[src/rtl/codec_init_sequencer_pkg.sv]
// Shared encodings for the codec init sequencer: FSM state codes, I2C direction
// constants and the default codec address.
package codec_init_sequencer_pkg;

  typedef enum logic [2:0] {
    ST_IDLE      = 3'd0,
    ST_STARTUP   = 3'd1,
    ST_ISSUE     = 3'd2,
    ST_WAIT_BUSY = 3'd3,
    ST_WAIT_DONE = 3'd4,
    ST_GAP       = 3'd5,
    ST_DONE      = 3'd6,
    ST_ERROR     = 3'd7
  } seq_state_e;

  localparam logic       MODE_READ          = 1'b0;
  localparam logic       MODE_WRITE         = 1'b1;
  localparam logic [6:0] DEFAULT_CODEC_ADDR = 7'h1A;

endpackage

[src/rtl/codec_init_rom.sv]
// Codec register init table: combinational, zero latency, no flow control.
// Indices past the populated entries return zero.
module codec_init_rom (
  input  logic [3:0] idx,
  output logic [7:0] dat
);

  always_comb begin
    dat = 8'h00;
    case (idx)
      4'd0:    dat = 8'h1E;
      4'd1:    dat = 8'h97;
      4'd2:    dat = 8'h12;
      4'd3:    dat = 8'h0C;
      4'd4:    dat = 8'h0E;
      4'd5:    dat = 8'h10;
      4'd6:    dat = 8'h0A;
      4'd7:    dat = 8'h08;
      4'd8:    dat = 8'h02;
      4'd9:    dat = 8'h01;
      default: dat = 8'h00;
    endcase
  end

endmodule

[src/rtl/codec_init_sequencer.sv]
// Walks the codec init table into an I2C controller, one write per entry, waiting on i2c_ready.
// Enable is issued in the ISSUE cycle that sees i2c_ready; every wait on the controller is timeout-bounded.
module codec_init_sequencer
  import codec_init_sequencer_pkg::*;
#(
  parameter logic [6:0]  PERIPH_ADDR    = DEFAULT_CODEC_ADDR,
  parameter int unsigned NUM_WRITES     = 10,
  parameter int unsigned STARTUP_CYCLES = 1000,
  parameter int unsigned GAP_CYCLES     = 100,
  parameter int unsigned TIMEOUT_CYCLES = 4096
) (
  input  logic       clk,
  input  logic       reset,
  input  logic       start,
  input  logic       i2c_ready,
  output logic       i2c_enable,
  output logic       i2c_mode,
  output logic [6:0] i2c_periph_addr,
  output logic [7:0] i2c_transmit_byte,
  output logic       busy,
  output logic       done,
  output logic       error,
  output logic [3:0] seq_index,
  output logic [2:0] state
);

  localparam int unsigned WAIT_MAX = (STARTUP_CYCLES > GAP_CYCLES) ? STARTUP_CYCLES : GAP_CYCLES;
  localparam int unsigned WAIT_W   = $clog2(WAIT_MAX + 1);
  localparam int unsigned TMO_W    = $clog2(TIMEOUT_CYCLES);

  localparam logic [WAIT_W-1:0] STARTUP_LOAD = WAIT_W'(STARTUP_CYCLES);
  localparam logic [WAIT_W-1:0] GAP_LOAD     = WAIT_W'(GAP_CYCLES);
  localparam logic [TMO_W-1:0]  TMO_LAST     = TMO_W'(TIMEOUT_CYCLES - 1);
  localparam logic [3:0]        LAST_IDX     = 4'(NUM_WRITES - 1);

  seq_state_e        state_q, state_d;
  logic [WAIT_W-1:0] wait_q, wait_d;
  logic [TMO_W-1:0]  tmo_q, tmo_d;
  logic [3:0]        idx_q, idx_d;
  logic              busy_q, busy_d;
  logic              done_q, done_d;
  logic              err_q, err_d;
  logic              stalled;

  always_comb begin
    state_d = state_q;
    wait_d  = wait_q;
    tmo_d   = tmo_q;
    idx_d   = idx_q;
    done_d  = done_q;
    err_d   = err_q;
    stalled = 1'b0;

    case (state_q)
      ST_IDLE, ST_DONE, ST_ERROR: begin
        if (start) begin
          state_d = ST_STARTUP;
          done_d  = 1'b0;
          err_d   = 1'b0;
          idx_d   = 4'd0;
          wait_d  = STARTUP_LOAD;
        end
      end
      ST_STARTUP, ST_GAP: begin
        if (wait_q <= WAIT_W'(1)) begin
          wait_d = '0;
          if (state_q == ST_STARTUP) begin
            state_d = ST_ISSUE;
          end else if (idx_q < LAST_IDX) begin
            idx_d   = idx_q + 4'd1;
            state_d = ST_ISSUE;
          end else begin
            state_d = ST_DONE;
            done_d  = 1'b1;
          end
        end else begin
          wait_d = wait_q - WAIT_W'(1);
        end
      end
      ST_ISSUE: begin
        if (i2c_ready) state_d = ST_WAIT_BUSY;
        else           stalled = 1'b1;
      end
      ST_WAIT_BUSY: begin
        if (!i2c_ready) state_d = ST_WAIT_DONE;
        else            stalled = 1'b1;
      end
      ST_WAIT_DONE: begin
        if (i2c_ready) begin
          state_d = ST_GAP;
          wait_d  = GAP_LOAD;
        end else begin
          stalled = 1'b1;
        end
      end
      default: ;
    endcase

    // A stalled wait state gets TIMEOUT_CYCLES cycles in total before giving up.
    if (stalled) begin
      if (tmo_q == TMO_LAST) begin
        state_d = ST_ERROR;
        err_d   = 1'b1;
      end else begin
        tmo_d = tmo_q + TMO_W'(1);
      end
    end
    if (state_d != state_q) tmo_d = '0;

    busy_d = state_d inside {ST_STARTUP, ST_ISSUE, ST_WAIT_BUSY, ST_WAIT_DONE, ST_GAP};
  end

  always_ff @(posedge clk or negedge reset) begin
    if (!reset) begin
      state_q <= ST_IDLE;
      wait_q  <= '0;
      tmo_q   <= '0;
      idx_q   <= 4'd0;
      busy_q  <= 1'b0;
      done_q  <= 1'b0;
      err_q   <= 1'b0;
    end else begin
      state_q <= state_d;
      wait_q  <= wait_d;
      tmo_q   <= tmo_d;
      idx_q   <= idx_d;
      busy_q  <= busy_d;
      done_q  <= done_d;
      err_q   <= err_d;
    end
  end

  codec_init_rom u_rom (
    .idx (idx_q),
    .dat (i2c_transmit_byte)
  );

  // Decoded from the state flop so the request lives only in ISSUE and only alongside ready.
  assign i2c_enable      = (state_q == ST_ISSUE) && i2c_ready;
  assign i2c_mode        = MODE_WRITE;
  assign i2c_periph_addr = PERIPH_ADDR;
  assign busy            = busy_q;
  assign done            = done_q;
  assign error           = err_q;
  assign seq_index       = idx_q;
  assign state           = state_q;

endmodule

[config.mk]
export PLATFORM = sky130hd
export DESIGN_NAME = codec_init_sequencer
export DESIGN_NICKNAME = d
export VERILOG_FILES = /design/src/rtl/codec_init_sequencer_pkg.sv /design/src/rtl/codec_init_rom.sv /design/src/rtl/codec_init_sequencer.sv
export SDC_FILE = /design/constraint.sdc
export NUM_CORES = 1
export LEC_CHECK = 0
export BUFFER_PORTS_ARGS = -buffer_cell sky130_fd_sc_hd__buf_2
export CORE_MARGIN = 2
export CORE_UTILIZATION = 55
export CTS_BUF_LIST = sky130_fd_sc_hd__clkbuf_4 sky130_fd_sc_hd__clkbuf_8
export DETAILED_ROUTE_END_ITERATION = 12
export GPL_TIMING_DRIVEN = 0
export PLACE_DENSITY_LB_ADDON = 0.05
export SYNTH_ARGS = -nofsm -noshare
export SYNTH_HDL_FRONTEND = slang
export SYNTH_HIERARCHICAL = 1
export SYNTH_SLANG_ARGS = --single-unit
export TNS_END_PERCENT = 50
[constraint.sdc]
create_clock -name clk -period 2.6 [get_ports clk]
set_clock_uncertainty 0.05 [all_clocks]
set_input_delay 0.39 -clock clk [delete_from_list [all_inputs] [get_ports clk]]
set_output_delay 0.39 -clock clk [all_outputs]
set_load 0.1 [all_outputs]
==> results of run 1 <==
==> power by group <==
part	internal [mW]	switching [mW]	total (mW)	leakage (nW)
Clock	0.295	0.184	0.479	0.0586
Sequential	0.499	0.000366	0.499	0.393
Combinational	0.0141	0.0859	0.100	0.671
==> layer usage <==
| metal | part of all wire [%] | routed length (um) |
|---|---|---|
| met1 | 49 | 2210 |
| met3 | 6.7 | 304 |
| met5 | 0 | 0 |
| met2 | 44 | 1960 |
| met4 | 0.84 | 38 |
==> state kept, by name, summed over array words and instances, names as in the netlist <==
| register | flops |
|---|---|
| busy | 1 |
| done | 1 |
| error | 1 |
| seq_index | 4 |
| state | 3 |
| tmo_q | 12 |
| wait_q | 10 |
==> timing repair <==
action / in CTS / in global routing
setup endpoints to repair: 0 / 7
resized for setup: 0 / 1
hold endpoints to repair: 0 / 0
==> cell usage in the layout (no fill, tap or decap), drive strengths merged, types with 5 or more instances in the layout <==
| cell | count |
|---|---|
| nand4 | 6 |
| ha | 9 |
| conb | 10 |
| dfrtp | 32 |
| clkbuf | 10 |
| buf | 37 |
| inv | 14 |
| nor4 | 7 |
| nor2 | 14 |
| nand3 | 5 |
| xnor2 | 12 |
| nor2b | 8 |
| nand2 | 17 |
| o21ai | 16 |
| a21oi | 11 |
| nor3 | 23 |
==> synthesized netlist by cell type (2+ instances only) <==
cell type	number	share of area [%]
a211oi_1	4	1.4
a21oi_1	11	2.5
a221o_1	2	0.91
a22o_1	2	0.80
a22oi_1	3	1.0
a31oi_1	3	0.85
and2_1	2	0.57
and3_1	3	0.85
buf_2	8	1.8
buf_4	10	3.4
clkbuf_1	4	0.68
conb_1	3	0.51
dfrtp_1	32	36
ha_1	9	5.1
inv_1	14	2.4
mux2_4	2	1.4
mux2i_1	2	0.91
nand2_1	17	2.9
nand2b_1	2	0.57
nand3_1	5	1.1
nand4_1	6	1.7
nor2_1	14	2.4
nor2b_1	8	2.3
nor3_1	22	5.0
nor3b_1	4	1.4
nor4_1	7	2.0
nor4b_1	3	1.2
o21ai_0	13	3.0
o21ai_2	2	0.80
or3_1	2	0.57
xnor2_1	12	4.8
==> metrics by stage <==
| stage | area [um^2] | instances |
|---|---|---|
| floorplan | 2290 | 258 |
| global placement | 2450 | 325 |
| detailed placement | 2450 | 325 |
| CTS | 2560 | 333 |
| global route | 2560 | 333 |
| finish | 2560 | 333 |
==> cells by family (layout without fill, tap and decap cells) <==
| kind of cell | count (synthesis) | count (layout) |
|---|---|---|
| AOI/OAI and AO/OA | 52 | 52 |
| xor gates and xnor gates | 12 | 12 |
| muxes | 5 | 5 |
| and+or+nand+nor | 102 | 102 |
| other | 3 | 10 |
| adders and majority gates | 9 | 9 |
| DFF | 32 | 32 |
| buffers and inverters | 36 | 63 |
==> final cells by class <==
| type | instances | area, um^2 | area share (%) |
|---|---|---|---|
| flip-flops and latches | 32 | 810 | 31.6 |
| plain buffers | 22 | 130 | 5.08 |
| inverters | 14 | 52.6 | 2.05 |
| well taps | 48 | 60.1 | 2.34 |
| clock buffers | 6 | 76.3 | 2.98 |
| multi-input cells | 190 | 1310 | 50.9 |
| repair buffers | 19 | 95.1 | 3.71 |
| clock inverters | 2 | 35.0 | 1.37 |
==> final timing paths <==
path | start | to | slack (ps) | cells past startpoint
worst min-delay path | reset | seq_index[3]$_DFFE_PN0P_ | 100 | 1
max in group asynchronous | reset | seq_index[1]$_DFFE_PN0P_ | 1880 | 1
worst max-delay path | wait_q[7]$_DFFE_PN0P_ | tmo_q[8]$_DFFE_PN0P_ | 170 | 6
min in group clk | done$_DFFE_PN0P_ | done$_DFFE_PN0P_ | 450 | 2
worst min register to register | done$_DFFE_PN0P_ | done$_DFFE_PN0P_ | 450 | 2
worst max register to register | wait_q[7]$_DFFE_PN0P_ | tmo_q[8]$_DFFE_PN0P_ | 170 | 6
==> metrics.yaml, run 1 <==
antenna_found_initial: 0
slowest_delay_ps: 530
initial_core_util_pct: 58.8
clk_latency_ps: 290
syn2layout_area_growth_pct: 16.5
yosysWarnings: 6
synth_fa_ha_area_share_pct: 5.12
rows: 22
grt-ovfl-total: 0
use_met3_pct: 5.83
route.detailed.drc: 0
cp_max_fo: 10
slew_headroom_pct: 52.4
fin_tns_setup_ps: 0
synth_flop_cell: "dfrtp_1"
routed_wl_mm: 4.51
grt_pass1_vias: 1709
postCtsHoldBufs: 0
setup_ws_ps: 168
die_area_mm2: 0.00452
cts_root_buf: "clkbuf_8"
drtAntennaViolNets: 0
vias: 1878
grt_pass1_wl_mm: 7.93
drv_slew: 0
cp-end-kind: "flop"
worst_ep_required_time_ps: 2690
grt_max_degree: 33
grt.total_usage_pct: 22.9
synth_edf_count: 0
vias_per_cell: 5.64
synth_seq_cells: 32
syn_area_per_cell_um2: 8.77
ys_async_sr_fraction_pct: 100
synthXorXnorAreaFrac_pct: 4.78
use_met2_pct: 34.5
total_power_mw: 1.08
fin_hold_ws_ps: 95.5
maxCapViolCount: 0
die_h_um: 67.3
nNetsFinal: 297
hpwlAfterDp_mm: 3.25
p_leak_nw: 1.12
setup_viol: 0
syn_inst: 251
tritoncts: "yes"
max_slew.worst_pin.slew_ps: 715
drtIter0Drc: 134
htreeDepth: 2
synthesis.area_mm2: 0.00220
cts_buffers: 5
power_density_mw_per_mm2: 420
grt_use_met1_pct: 32.5
filler_cell_count: 320
place_congestion: 0.833
finalHoldViolations: 0
synth_top_family_by_area: "simple AND/OR/NAND/NOR gates"
drive_gt1_share_pct: 23.5
post-route-min-period_ps: 2430
busiest_layer: "met2"
ios: 31
ys_seq_area_share_pct: 36.4
path_delay_family: "simple AND/OR/NAND/NOR gates"
port_buffers: 19
dp_slack_ps: 225
worstPathArrival_ps: 2530
cts_sinks: 32
path_buf_inv: 1
hp-class: "in2async"
start_kind: "flop"
peakVddDrop_mv: 0.378
final_core_util_pct: 68.5
rsz0062_at_grt: "no"
core_mm2: 0.00374
synth-simple-area-share_pct: 25.9
worstSetupPathType: "reg2reg"
cts_setup_buffers: 0
synth_compound_area_share_pct: 16.2
post_drt_wl_per_cell_um: 13.6
clk_pin_slew_ps: 70
period_share_pct: 93.5
n_antenna_cell: 0
cts.path.max_buffers: 2
status: "complete, no violations"
slowest_stage: "nor4_1"
firstDrtPassIters: 4
max_freq_mhz: 411
synth.area.mux_share_pct: 2.79
synth_cell_type_count: 51
crit_chain: "or3_4 > nor4_1 > a22oi_1 > o211ai_1 > clkbuf_1 > nor3_1"
die_w_um: 67.3
Power figures use the tool's default switching activity.
==> run 2: changes to the inputs <==
Settings changed: CORE_MARGIN 2 to unset.
==> metrics.yaml, run 2 (synthesis gave the netlist of run 1 again) <==
stdcell_area_mm2: 0.00255  # was 0.00256 mm^2
largest_register: "tmo_q"  # unchanged
setup_ws_ps: 229  # was 168 ps
vias_per_cell: 5.74  # was 5.64
drtAntennaViolNets: 0  # unchanged
clkPwrFrac_pct: 40.5  # was 44.4%
post-route-min-period_ps: 2370  # was 2430 ps
filler_cell_count: 315  # was 320
hp-class: "in2async"  # unchanged
max_freq_mhz: 422  # was 411 MHz
setup_viol: 0  # unchanged
r2r-start: "state[0]$_DFF_PN0_"  # was wait_q[7]$_DFFE_PN0P_
p_leak_nw: 1.11  # was 1.12 nW
route.detailed.drc: 0  # unchanged
grt_pass1_vias: 1782  # was 1709
rsz0062_at_grt: "no"  # unchanged
hpwlAfterDp_mm: 3.38  # was 3.25 mm
grt_max_degree: 33  # unchanged
cts_buffers: 5  # unchanged
power_density_mw_per_mm2: 393  # was 420 mW/mm^2
grt_pass1_wl_mm: 8.29  # was 7.93 mm
firstDrtPassIters: 5  # was 4
postCtsHoldBufs: 0  # unchanged
cts.path.max_buffers: 2  # unchanged
dp_slack_ps: 30.6  # was 225 ps
p_switching_mw: 0.257  # was 0.270 mW
syn2layout_area_growth_pct: 16.1  # was 16.5%
grt.total_usage_pct: 25.3  # was 22.9%
die_w_um: 65.3  # was 67.3 um
nNetsFinal: 297  # unchanged
switching_share_pct: 25.6  # was 25.1%
status: "complete, no violations"  # unchanged
antenna_found_initial: 0  # unchanged
post_drt_wl_per_cell_um: 14.1  # was 13.6 um
max_slew.worst_pin.slew_ps: 713  # was 715 ps
total_power_mw: 1.01  # was 1.08 mW
start_kind: "flop"  # unchanged
die_area_mm2: 0.00426  # was 0.00452 mm^2
initial_core_util_pct: 58.8  # unchanged
final_core_util_pct: 68.2  # was 68.5%
place_congestion: 0.817  # was 0.833
fin_tns_setup_ps: 0  # unchanged
die_h_um: 65.3  # was 67.3 um
worstSetupPathType: "reg2reg"  # unchanged
drv_slew: 0  # unchanged
clk_latency_ps: 280  # was 290 ps
routed_wl_mm: 4.67  # was 4.51 mm
placed_area_mm2: 0.00245  # unchanged
drive_gt1_share_pct: 23.6  # was 23.5%
ios: 31  # unchanged
finalHoldViolations: 0  # unchanged
grt-ovfl-total: 0  # unchanged
slew_headroom_pct: 52.5  # was 52.4%
fin_hold_ws_ps: 111  # was 95.5 ps
final_cell_mix: "dfrtp_1 (29), buf_2 (27), nor3_1 (20), nand2_1 (17)"  # unchanged
rows: 22  # unchanged
cts_sinks: 32  # unchanged
core_mm2: 0.00374  # unchanged
period_share_pct: 91.2  # was 93.5%
p_int_mw: 0.748  # was 0.807 mW
startpoint: "state[0]$_DFF_PN0_"  # was wait_q[7]$_DFFE_PN0P_
dp_cells: 325  # unchanged
worstPathArrival_ps: 2460  # was 2530 ps
cts_root_buf: "clkbuf_8"  # unchanged
vias: 1907  # was 1878
stdcell_count: 332  # was 333
cp-end-kind: "flop"  # unchanged
drtIter0Drc: 157  # was 134
final_common_cell: "dfrtp_1"  # unchanged
n_antenna_cell: 0  # unchanged
port_buffers: 19  # unchanged
maxCapViolCount: 0  # unchanged
tritoncts: "yes"  # unchanged
clk_pin_slew_ps: 60  # was 70 ps
cp_max_fo: 10  # unchanged
worst_ep_required_time_ps: 2690  # about the same
p_seq_share_pct: 49.6  # was 46.3%
p_comb_share_pct: 9.9  # was 9.3%
peakVddDrop_mv: 0.487  # was 0.378 mV
largest_reg_flops: 12  # unchanged
htreeDepth: 2  # unchanged
## run 2: worst paths after layout
path	to	depth (start not counted)	slack, ps
worst max-delay path	tmo_q[7]$_DFFE_PN0P_	7	230
worst min-delay path	seq_index[0]$_DFFE_PN0P_	1	110
worst max register to register	tmo_q[7]$_DFFE_PN0P_	7	230
worst min register to register	done$_DFFE_PN0P_	2	460
max in group asynchronous	seq_index[1]$_DFFE_PN0P_	1	1870
min in group clk	done$_DFFE_PN0P_	2	460
## run 2: area by class of cell
type | instances | area, um^2 | share of cell area, %
timing repair buffer | 19 | 95.1 | 3.72
buffer | 22 | 130 | 5.09
inverter | 14 | 52.6 | 2.06
multi-input combinational | 190 | 1310 | 51.3
tap | 48 | 60.1 | 2.35
clock buffer | 7 | 96.3 | 3.77
sequential | 32 | 810 | 31.7
## run 2: power groups by stage
stage               logic [mW]  clock network [mW]  registers [mW]
detailed placement       0.100                   0           0.508
global placement        0.0998                   0           0.508
floorplan               0.0792                   0           0.514
CTS                      0.100               0.416           0.499
global route             0.105               0.438           0.499
finish                  0.0994               0.407           0.499
## run 2: worst max-delay path, cell delays in order, from the launching register on
cell and delay [ps]:
dfrtp_1 390, buf_2 180, nor4b_2 430, a31o_2 210
a32oi_1 80, o211ai_1 340, clkbuf_1 420, nor3_1 130
## run 2: what timing repair did
action,in CTS,in global routing
setup endpoints to repair,0,10
resized for setup,0,2
setup buffers,0,0
## run 2: metal layers
layer / track usage [%] / vias up / wire, um
li1: - / 951 / -
met3: 5.90 / 4 / 228
met1: 35.7 / 902 / 2290
met5: 0 / - / 0
met4: 6.79 / 0 / 34
met2: 38.7 / 50 / 2120
==> run 3: changes to the inputs <==
--- a/config.mk
+++ b/config.mk
@@ -11,4 +11,4 @@
 export DETAILED_ROUTE_END_ITERATION = 12
-export GPL_TIMING_DRIVEN = 0
 export PLACE_DENSITY_LB_ADDON = 0.05
+export SLEW_MARGIN = 20
 export SYNTH_ARGS = -nofsm -noshare
--- a/constraint.sdc
+++ b/constraint.sdc
@@ -4,2 +4,2 @@
 set_output_delay 0.39 -clock clk [all_outputs]
-set_load 0.1 [all_outputs]
+set_load 0.05 [all_outputs]
==> metrics.yaml, run 3 (synthesis gave the netlist of run 1 again) <==
status: "complete, no violations"  # unchanged
postCtsHoldBufs: 0  # unchanged
place_congestion: 0.829  # was 0.817
maxCapViolCount: 0  # unchanged
r2r-start: "wait_q[7]$_DFFE_PN0P_"  # was state[0]$_DFF_PN0_
worst_ep_required_time_ps: 2690  # about the same
final_cell_mix: "dfrtp_1 (32), nor3_1 (22), buf_2 (20), nand2_1 (17)"  # was dfrtp_1 (29), buf_2 (27), nor3_1 (20), nand2_1 (17)
clk_pin_slew_ps: 70  # was 60 ps
cp-end-kind: "flop"  # unchanged
seq_area_um2: 801  # was 810 um^2
grt_pass1_wl_mm: 7.53  # was 8.29 mm
slew_headroom_pct: 40.1  # was 52.5%
crit_chain: "or3_4 > o41ai_1 > nand2_1 > mux2i_2 > nor3_1"  # was buf_2 > nor4b_2 > a31o_2 > a32oi_1 > o211ai_1 > clkbuf_1 > nor3_1
rows: 22  # unchanged
n_antenna_cell: 0  # unchanged
setup_viol: 0  # unchanged
grt-ovfl-total: 0  # unchanged
power_density_mw_per_mm2: 414  # was 393 mW/mm^2
vias_per_cell: 5.70  # was 5.74
die_area_mm2: 0.00426  # unchanged
start_kind: "flop"  # unchanged
hp-class: "in2async"  # unchanged
worstPathArrival_ps: 2390  # was 2460 ps
routed_wl_mm: 4.47  # was 4.67 mm
vias: 1851  # was 1907
r2r-end: "tmo_q[7]$_DFFE_PN0P_"  # unchanged
nNetsFinal: 289  # was 297
filler_cell_count: 327  # was 315
worstSetupPathType: "reg2reg"  # unchanged
drtAntennaViolNets: 0  # unchanged
firstDrtPassIters: 4  # was 5
post-route-min-period_ps: 2300  # was 2370 ps
cts_setup_buffers: 0  # unchanged
die_h_um: 65.3  # unchanged
tritoncts: "yes"  # unchanged
grt_pass1_vias: 1612  # was 1782
multi_input_area_mm2: 0.00125  # was 0.00131 mm^2
cts_root_buf: "clkbuf_8"  # unchanged
cp_max_fo: 12  # was 10
period_share_pct: 88.5  # was 91.2%
ios: 31  # unchanged
final_common_cell: "dfrtp_1"  # unchanged
peakVddDrop_mv: 0.315  # was 0.487 mV
hpwlAfterDp_mm: 3.16  # was 3.38 mm
cts_buffers: 5  # unchanged
port_buffers: 20  # was 19
htreeDepth: 2  # unchanged
max_slew.worst_pin.slew_ps: 894  # was 713 ps
drive_gt1_share_pct: 20.2  # was 23.6%
clk_latency_ps: 280  # about the same
route.detailed.drc: 0  # unchanged
largest_reg_flops: 12  # unchanged
max_freq_mhz: 435  # was 422 MHz
drv_slew: 0  # unchanged
total_power_mw: 1.03  # was 1.01 mW
syn2layout_area_growth_pct: 12.6  # was 16.1%
core_mm2: 0.00374  # unchanged
slowest_delay_ps: 530  # was 430 ps
grt_max_degree: 33  # unchanged
initial_core_util_pct: 58.8  # unchanged
cts.path.max_buffers: 2  # unchanged
slowest_stage: "mux2i_2"  # was nor4b_2
antenna_found_initial: 0  # unchanged
fin_tns_setup_ps: 0  # unchanged
cts_sinks: 32  # unchanged
drtIter0Drc: 109  # was 157
rsz0062_at_grt: "no"  # unchanged
die_w_um: 65.3  # unchanged
finalHoldViolations: 0  # unchanged
post_drt_wl_per_cell_um: 13.8  # was 14.1 um
grt.total_usage_pct: 23.2  # was 25.3%
rrSetupSlack_ps: 300  # was 230 ps
rr_worst_depth: 5  # was 7
largest_register: "tmo_q"  # unchanged
p_leak_nw: 1.09  # was 1.11 nW
run 3: per-stage QoR:
step,utilization (%),hold WS [ps],area [um^2],instances,worst slack [ps]
6_report,66.2,107,2480,325,299
5_1_grt,66.2,171,2480,325,76.3
3_3_place_gp,63.1,435,2360,317,82.7
4_1_cts,66.1,143,2470,325,94.0
3_5_place_dp,63.1,443,2360,317,100
2_1_floorplan,-,44.4,2230,258,-261
run 3: worst max path at each step:
| stage | start | to | slack [ps] | depth (start not counted) |
|---|---|---|---|---|
| after floorplan | seq_index[0]$_DFFE_PN0P_ | i2c_transmit_byte[7] | -260 | 3 |
| after global placement | wait_q[7]$_DFFE_PN0P_ | tmo_q[7]$_DFFE_PN0P_ | 80 | 5 |
| after detailed placement | wait_q[7]$_DFFE_PN0P_ | tmo_q[7]$_DFFE_PN0P_ | 100 | 5 |
| after CTS | wait_q[7]$_DFFE_PN0P_ | tmo_q[7]$_DFFE_PN0P_ | 90 | 5 |
| after global routing | wait_q[0]$_DFFE_PN0P_ | tmo_q[7]$_DFFE_PN0P_ | 80 | 7 |
| final | wait_q[7]$_DFFE_PN0P_ | tmo_q[7]$_DFFE_PN0P_ | 300 | 5 |
run 3: critical path: cells and delay by family, from the launching register on:
family / cells / cell delay [ps]
AOI/OAI and AO/OA: 1 / 520
and+or+nand+nor: 3 / 660
muxes: 1 / 530
DFF: 1 / 400
run 3: layer usage:
metal / GRT usage, % / wire length (um)
met5: 0 / 0
met4: 10.3 / 69
met3: 5.38 / 147
met2: 34.4 / 1940
met1: 31.9 / 2320
run 3: report_power, final:
group / switching (mW) / total (mW) / internal, mW
Clock: 0.179 / 0.474 / 0.295
Combinational: 0.0494 / 0.0532 / 0.00388
Sequential: 0.000393 / 0.499 / 0.499
run 3: layout make-up:
cell class,instances,area share (%)
inverter,14,2.12
tap,48,2.42
multi-input combinational,190,50.7
sequential,32,32.3
clock buffer,6,3.08
clock inverter,2,1.41
timing repair buffer,33,7.98
run 3: timing repair:
item,CTS,global route
endpoints found under the setup margin,0,12
resized for setup,0,1
hold endpoints to repair,0,0
